File: config.mk
export PLATFORM = sky130hd
export DESIGN_NAME = down_counter
export DESIGN_NICKNAME = d
export VERILOG_FILES = /design/src/rtl/down_counter_pkg.sv /design/src/rtl/down_counter.sv
export SDC_FILE = /design/constraint.sdc
export NUM_CORES = 1
export LEC_CHECK = 0
export ABC_AREA = 1
export CELL_PAD_IN_SITES_DETAIL_PLACEMENT = 0
export CELL_PAD_IN_SITES_GLOBAL_PLACEMENT = 2
export CORE_MARGIN = 2
export CORE_UTILIZATION = 20
export DETAILED_ROUTE_END_ITERATION = 8
export GPL_TIMING_DRIVEN = 0
export HOLD_SLACK_MARGIN = 0.12
export PLACE_DENSITY = 0.73
export SLEW_MARGIN = 20
export SYNTH_ARGS = -nofsm -noshare
export SYNTH_HDL_FRONTEND = slang
export SYNTH_SLANG_ARGS = --single-unit
File: constraint.sdc
create_clock -name clk -period 1.3 [get_ports clk]
set_input_delay 0.13 -clock clk [delete_from_list [all_inputs] [get_ports clk]]
set_output_delay 0.13 -clock clk [all_outputs]
set_load 0.01 [all_outputs]
File: src/rtl/down_counter_pkg.sv
// Shared types and constants for the loadable down counter.
package down_counter_pkg;

  typedef enum logic [1:0] {
    IDLE = 2'b00,
    RUN  = 2'b01,
    DONE = 2'b10
  } state_t;

  localparam int DEFAULT_WIDTH = 4;

endpackage

File: src/rtl/down_counter.sv
// Loadable, cascadable down counter with terminal-count pulse.
// Define DOWN_COUNTER_AUTORELOAD_EN for periodic (auto-reload) mode; default is one-shot.
//
// state | meaning
// IDLE  | after clear; count ignored, a_count holds
// RUN   | decrementing on count
// DONE  | one-shot expired; a_count holds 0 until load or clear
module down_counter
  import down_counter_pkg::*;
#(
  parameter int WIDTH = DEFAULT_WIDTH
) (
  input  logic             clk,
  input  logic             clear,
  input  logic             load,
  input  logic             count,
  input  logic [WIDTH-1:0] din,
  output logic [WIDTH-1:0] a_count,
  output logic             b_out,
  output logic             tc_pulse,
  output logic             busy
);

  state_t state;
`ifdef DOWN_COUNTER_AUTORELOAD_EN
  logic [WIDTH-1:0] reload;
`endif

  // Combinational so a cascaded stage sees the borrow in the same cycle.
  assign b_out = ~|a_count;

  always_ff @(posedge clk) begin
    if (clear) begin
      a_count  <= '0;
`ifdef DOWN_COUNTER_AUTORELOAD_EN
      reload   <= '0;
`endif
      tc_pulse <= 1'b0;
      busy     <= 1'b0;
      state    <= IDLE;
    end else begin
      tc_pulse <= 1'b0;
      if (load) begin
        a_count <= din;
`ifdef DOWN_COUNTER_AUTORELOAD_EN
        reload  <= din;
`endif
        state   <= RUN;
        busy    <= 1'b1;
      end else if (state == RUN && count) begin
        if (a_count == '0) begin
          tc_pulse <= 1'b1;
`ifdef DOWN_COUNTER_AUTORELOAD_EN
          a_count  <= reload;
`else
          state    <= DONE;
          busy     <= 1'b0;
`endif
        end else begin
          a_count <= a_count - 1'b1;
        end
      end
    end
  end

endmodule

# Yosys cells after proc, flatten, opt, wreduce, memory -nomap -nowiden
# Index checks and enable logic that the tools add are counted.
# classes
shifts	0
add_sub_neg	1
bitwise_logic	1
n_mul	0
muxes	10
n_reduce_logical	11
eq_ne	2
order_cmp	0
div_mod_pow	0
# op_table
operator	n
4-bit two-way mux	3
1-bit two-way mux	7
2-bit AND reduction	3
4-bit zero test	1
2-bit nonzero test	2
4-bit OR reduction	1
4-bit by 1-bit subtractor with 4-bit output (second input constant)	1
3-bit OR reduction	1
2-bit by 1-bit equality test with 1-bit output (second input constant)	1
2-bit inequality test (second input constant)	1
2-bit OR reduction	1
1-bit logical AND	1
1-bit zero test	1
1-bit inverter	1
# totals
ff_bits	8
input_bits	8
latchBits	0
ram_bits	0
romBits	0
memories	0
out_inout_bits	7

# Longest topological paths before layout
# depth
depth_word	4
mapped_depth	9
depth_no_buf	9

# Worst setup path after synthesis
# No wires, ideal clock.
# synth_path
path_type	register to register
startpoint	register a_count[0]
endpoint	register a_count[3]
path_slack_ns	0.132
arrival_time_ns	1.057
stages_incl_launch_ff	9
setup_time_ns	0.111
required_ns	1.189
path_cell_list	dfxtp_1 > inv_1 > ha_1 > nand2_2 > nand2_2 > nand3_1 > nand2_1 > nor2_1 > nor2_1
# synth_via
elab_chain_len	4
elab_cells_between_ends	7
# synth_rtl
element	line_no	rtl
start: declaration	down_counter.sv:18	output logic [WIDTH-1:0] a_count,
start signal: assignment	down_counter.sv:44	a_count <= din;
start signal: assignment	down_counter.sv:60	a_count <= a_count - 1'b1;
4-bit by 1-bit subtractor with 4-bit output	down_counter.sv:60	
4-bit two-way mux	down_counter.sv:51	if (a_count == '0) begin
4-bit two-way mux	down_counter.sv:50	end else if (state == RUN && count) begin
4-bit two-way mux	down_counter.sv:43	if (load) begin
# Several ways; a longest one is shown, not always the timed one. The select of a mux whose other input is x is not followed.
# A chain may end at the register's enable or synchronous reset.

# Worst setup path in the final report
# layout_path
startpoint	register a_count[1]
endpoint	output port a_count[1]
# No word-level cell between the ends.

==> run summary <==
The overall fraction of global-route tracks in use is 9.53%. For the finished layout, the period the worst path requires is 1.26 ns. The core footprint was 1760 µm².

The pin count of the biggest net entering global routing came out at 9. The global-route wire length before repair is 1530 µm, and the critical path data required time is 1.17 ns. The number of routed nets with antenna violations came out at 0. Summing every instance area after synthesis gives 385 µm².

Data on the critical path arrives at its endpoint at 1.13 ns. The max-slew violation count is 0. For this run, the top clock speed supported by timing is 793 MHz. For the final database, setup skew stands at 0.00141 ns.

Final number of hold-violating endpoints: 0. After floorplanning, the core was divided into 15 placement rows. The fraction of the cycle the final worst path needs came out at 97.1%.

Once the clock tree was built, the setup fixing pass inserted 0 buffers. For this run, the number of Yosys warnings is 0. The share of total power consumed by net switching came out at 29.0%. The power per unit of standard cell area is 999 nW/µm², and the layout filler cell count is 215.

In the final design database the tool counted 88 nets. Cells fill 34.3% of the core in the end. Of all nets on the critical path, the largest fanout is 4. Prior to clock tree synthesis, the placed netlist has a worst setup slack of -0.202 ns. For this design, the sink count on the clock tree is 7. From synthesis to final layout, the design area changed by 56.8%. The initial standard-cell utilization of the core was 21.8%. The number of global-route vias before repair was 400; the stage delay of the slowest cell on the critical path was 0.54 ns. The static power due to leakage was 0.308 nW.

For the number of antenna violations at the first check in global routing, the log shows 0. The boundary pin count came out at 15. By area the synthesized netlist is led by sky130_fd_sc_hd__dfxtp_1, sky130_fd_sc_hd__nand2_1, sky130_fd_sc_hd__nor2_1. The flow ran to the end, and the final reports show no timing, DRC or antenna violations. The repair_antennas step left the layout with diodes totalling 0. The level count of the clock H-tree came out at 1. The tools report the DRC violations left as 0. The tool flagged a number of max-cap violations equal to 0. The largest voltage drop on the vdd net was 429 µV; the number of input and output port buffers inserted was 14.

The run gives 0.000175 W as the reported net switching power. When the netlist entered floorplanning its net count stood at 69. The share of total power dissipated in combinational logic is 26.9%. Of the total power, registers draw 41.0%.

The logs give 87.4% for the worst slew slack as a fraction of its limit and 0.000604 W for the total power draw. Across all hold checks on the routed design, the worst slack comes to 0.476 ns. The synthesized design contains 0 enable-type register cells. For the pin with the worst max-slew slack, the measured transition is 0.187 ns. The most used flip-flop cell after synthesis is sky130_fd_sc_hd__dfxtp_1. Broken down by cell family, the worst path's largest delay share belongs to buffers and inverters. After synthesis, the netlist uses 13 different library cells. In this run the worst hold path is classified as reg -> reg. The synthesized area per cell came out at 6.42 µm². Synthesis produced 60 cells.

Clock-pin slew was measured on the worst setup and hold paths at 0.05 ns. The die covers 2290 µm². The number of buffer and inverter stages on the critical path is 1. STA classifies the critical path startpoint as a register. The post-route netlist has 23.1% of its cells at a drive strength greater than 1.

The critical path start-end classification is reg -> out. Sequential cells were found to cover 36.4% of the synthesized design area. TritonCTS built the clock tree. The slowest stage of the critical path belongs to the cell sky130_fd_sc_hd__clkdlybuf4s50_1. Setup repair after global routing could not meet its margin everywhere.

The detailed router placed 399 vias in this run. The die is 47.9 µm tall. The signal on the critical path passes through clkdlybuf4s50_1. In the routed layout, each cell is associated on average with a via count of 3.87.

For this run the aggregate overflow at the end of global routing stands at 0. Counting flops with an async set or reset pin after synthesis yields a share of 0%. The logs give 32.1% for the clock power share and 0 for the final number of setup-violating endpoints. The share of synthesized area in the top cell type comes to 36.4%.

The pre-antenna-repair detailed-routing pass consisted of 3 iterations. In this run the deepest clock path goes through 2 buffers. The congestion estimate from routability-driven global placement came to 0.663. The leading area contributor after synthesis is sky130_fd_sc_hd__dfxtp_1. From left edge to right edge, the die measures 47.9 µm. The clock reaches the later pin of the worst-skew pair after 0.25 ns.

The logs give 921 µm for the final wirelength and 4 for the iteration-0 DRC count of the detailed router. The endpoint type of the worst setup path is an output pin. The tree is rooted in a sky130_fd_sc_hd__clkbuf_4. sky130_fd_sc_hd__nand2_1 is the most common cell in the netlist. Cell internal power was estimated by the tool at 0.000428 W. After synthesis the netlist holds a flip-flop and latch count of 7. Sorting the synthesized cells by how often they occur yields sky130_fd_sc_hd__nand2_1, sky130_fd_sc_hd__nor2_1, sky130_fd_sc_hd__inv_1, sky130_fd_sc_hd__dfxtp_1.

For the HPWL after detailed placement, the log shows 728 µm. Clock tree synthesis inserted a total of 3 buffers. After layout, the worst setup slack is 0.0382 ns. The routed wirelength normalized by instance count works out to 8.94 µm.
## registers in the layout, summed over array words and instances (netlist names)
| register | cells |
|---|---|
| a_count | 4 |
| state | 2 |
| tc_pulse | 1 |
## final timing paths
check,from,to,slack [ns],cells after the start
worst max-delay path,a_count[1]$_SDFFE_PP0P_,a_count[1],0.04,1
worst min-delay path,state[0]$_SDFFE_PP0P_,state[0]$_SDFFE_PP0P_,0.48,2
worst max register to register,a_count[1]$_SDFFE_PP0P_,a_count[1]$_SDFFE_PP0P_,0.20,7
worst min register to register,state[0]$_SDFFE_PP0P_,state[0]$_SDFFE_PP0P_,0.48,2
## power by group through the flow
stage	sequential [W]	combinational [W]	clock [W]
final	0.000248	0.000162	0.000194
after global routing	0.000250	0.000188	0.000214
after CTS	0.000248	0.000168	0.000205
after detailed placement	0.000249	0.000165	0
after global placement	0.000249	0.000167	0
after floorplan	0.000252	0.0000852	0
## worst reg2reg max path, stage by stage, from the launching register on
cell,delay [ns]
sky130_fd_sc_hd__dfxtp_2,0.35
sky130_fd_sc_hd__inv_1,0.07
sky130_fd_sc_hd__ha_4,0.25
sky130_fd_sc_hd__nor2_1,0.03
sky130_fd_sc_hd__a21oi_1,0.13
sky130_fd_sc_hd__nand2_1,0.07
sky130_fd_sc_hd__nand2_1,0.05
sky130_fd_sc_hd__nor2_1,0.03
## cells in the final DEF (no fill, tap or decap)
cell type | synthesis | final
sky130_fd_sc_hd__dfxtp_1 | 7 | 3
sky130_fd_sc_hd__a21oi_1 | 4 | 4
sky130_fd_sc_hd__dlygate4sd2_1 | 0 | 1
sky130_fd_sc_hd__nand2_2 | 4 | 4
sky130_fd_sc_hd__inv_4 | 0 | 1
sky130_fd_sc_hd__clkbuf_1 | 0 | 1
sky130_fd_sc_hd__nand3_1 | 4 | 4
sky130_fd_sc_hd__dlymetal6s2s_1 | 0 | 3
sky130_fd_sc_hd__buf_2 | 0 | 1
sky130_fd_sc_hd__clkbuf_4 | 0 | 3
sky130_fd_sc_hd__nor3_2 | 1 | 1
sky130_fd_sc_hd__nor2_4 | 1 | 1
sky130_fd_sc_hd__o21ai_0 | 1 | 1
sky130_fd_sc_hd__clkdlybuf4s50_1 | 0 | 9
sky130_fd_sc_hd__inv_2 | 1 | 1
sky130_fd_sc_hd__ha_4 | 0 | 1
sky130_fd_sc_hd__nor2_2 | 1 | 1
sky130_fd_sc_hd__dfxtp_2 | 0 | 4
sky130_fd_sc_hd__inv_1 | 8 | 7
sky130_fd_sc_hd__nor2_1 | 10 | 10
sky130_fd_sc_hd__nand2_1 | 17 | 17
## timing repair
action / CTS / global route
endpoints found under the hold margin: 0 / 0
hold buffers: 0 / 0
gates resized for setup: 13 / 3
endpoints found under the setup margin: 4 / 5
## cells by family (layout without fill, tap and decap cells)
logic type | after synthesis | after routing | share of synthesized area, %
flops | 7 | 7 | 36.4
buf+inv | 9 | 27 | 8.77
fa+ha+maj | 1 | 1 | 3.25
simple gates | 38 | 38 | 45.1
compound gates | 5 | 5 | 6.49
## through the flow
stage / TNS (ns) / area, µm² / instances
3_3_place_gp: -0.207 / 557 / 99
2_1_floorplan: 0 / 385 / 60
6_report: 0 / 604 / 103
4_1_cts: 0 / 597 / 103
3_5_place_dp: -0.202 / 557 / 99
5_1_grt: -0.00620 / 604 / 103
## metal layers
metal | GRT usage [%] | wire length (µm)
met5 | 0 | 0
met4 | 4.86 | 0
met3 | 2.26 | 12
met2 | 15.2 | 466
met1 | 11.9 | 442
## cell type report
cell class | instances | area [µm²] | share of cell area (%)
clock buffers | 4 | 26.3 | 4.35
multi-input cells | 44 | 224 | 37.1
repair buffers | 14 | 141 | 23.4
inverters | 9 | 36.3 | 6.00
well taps | 25 | 31.3 | 5.18
flip-flops and latches | 7 | 145 | 24.0
(Power assumes the default switching activity.)
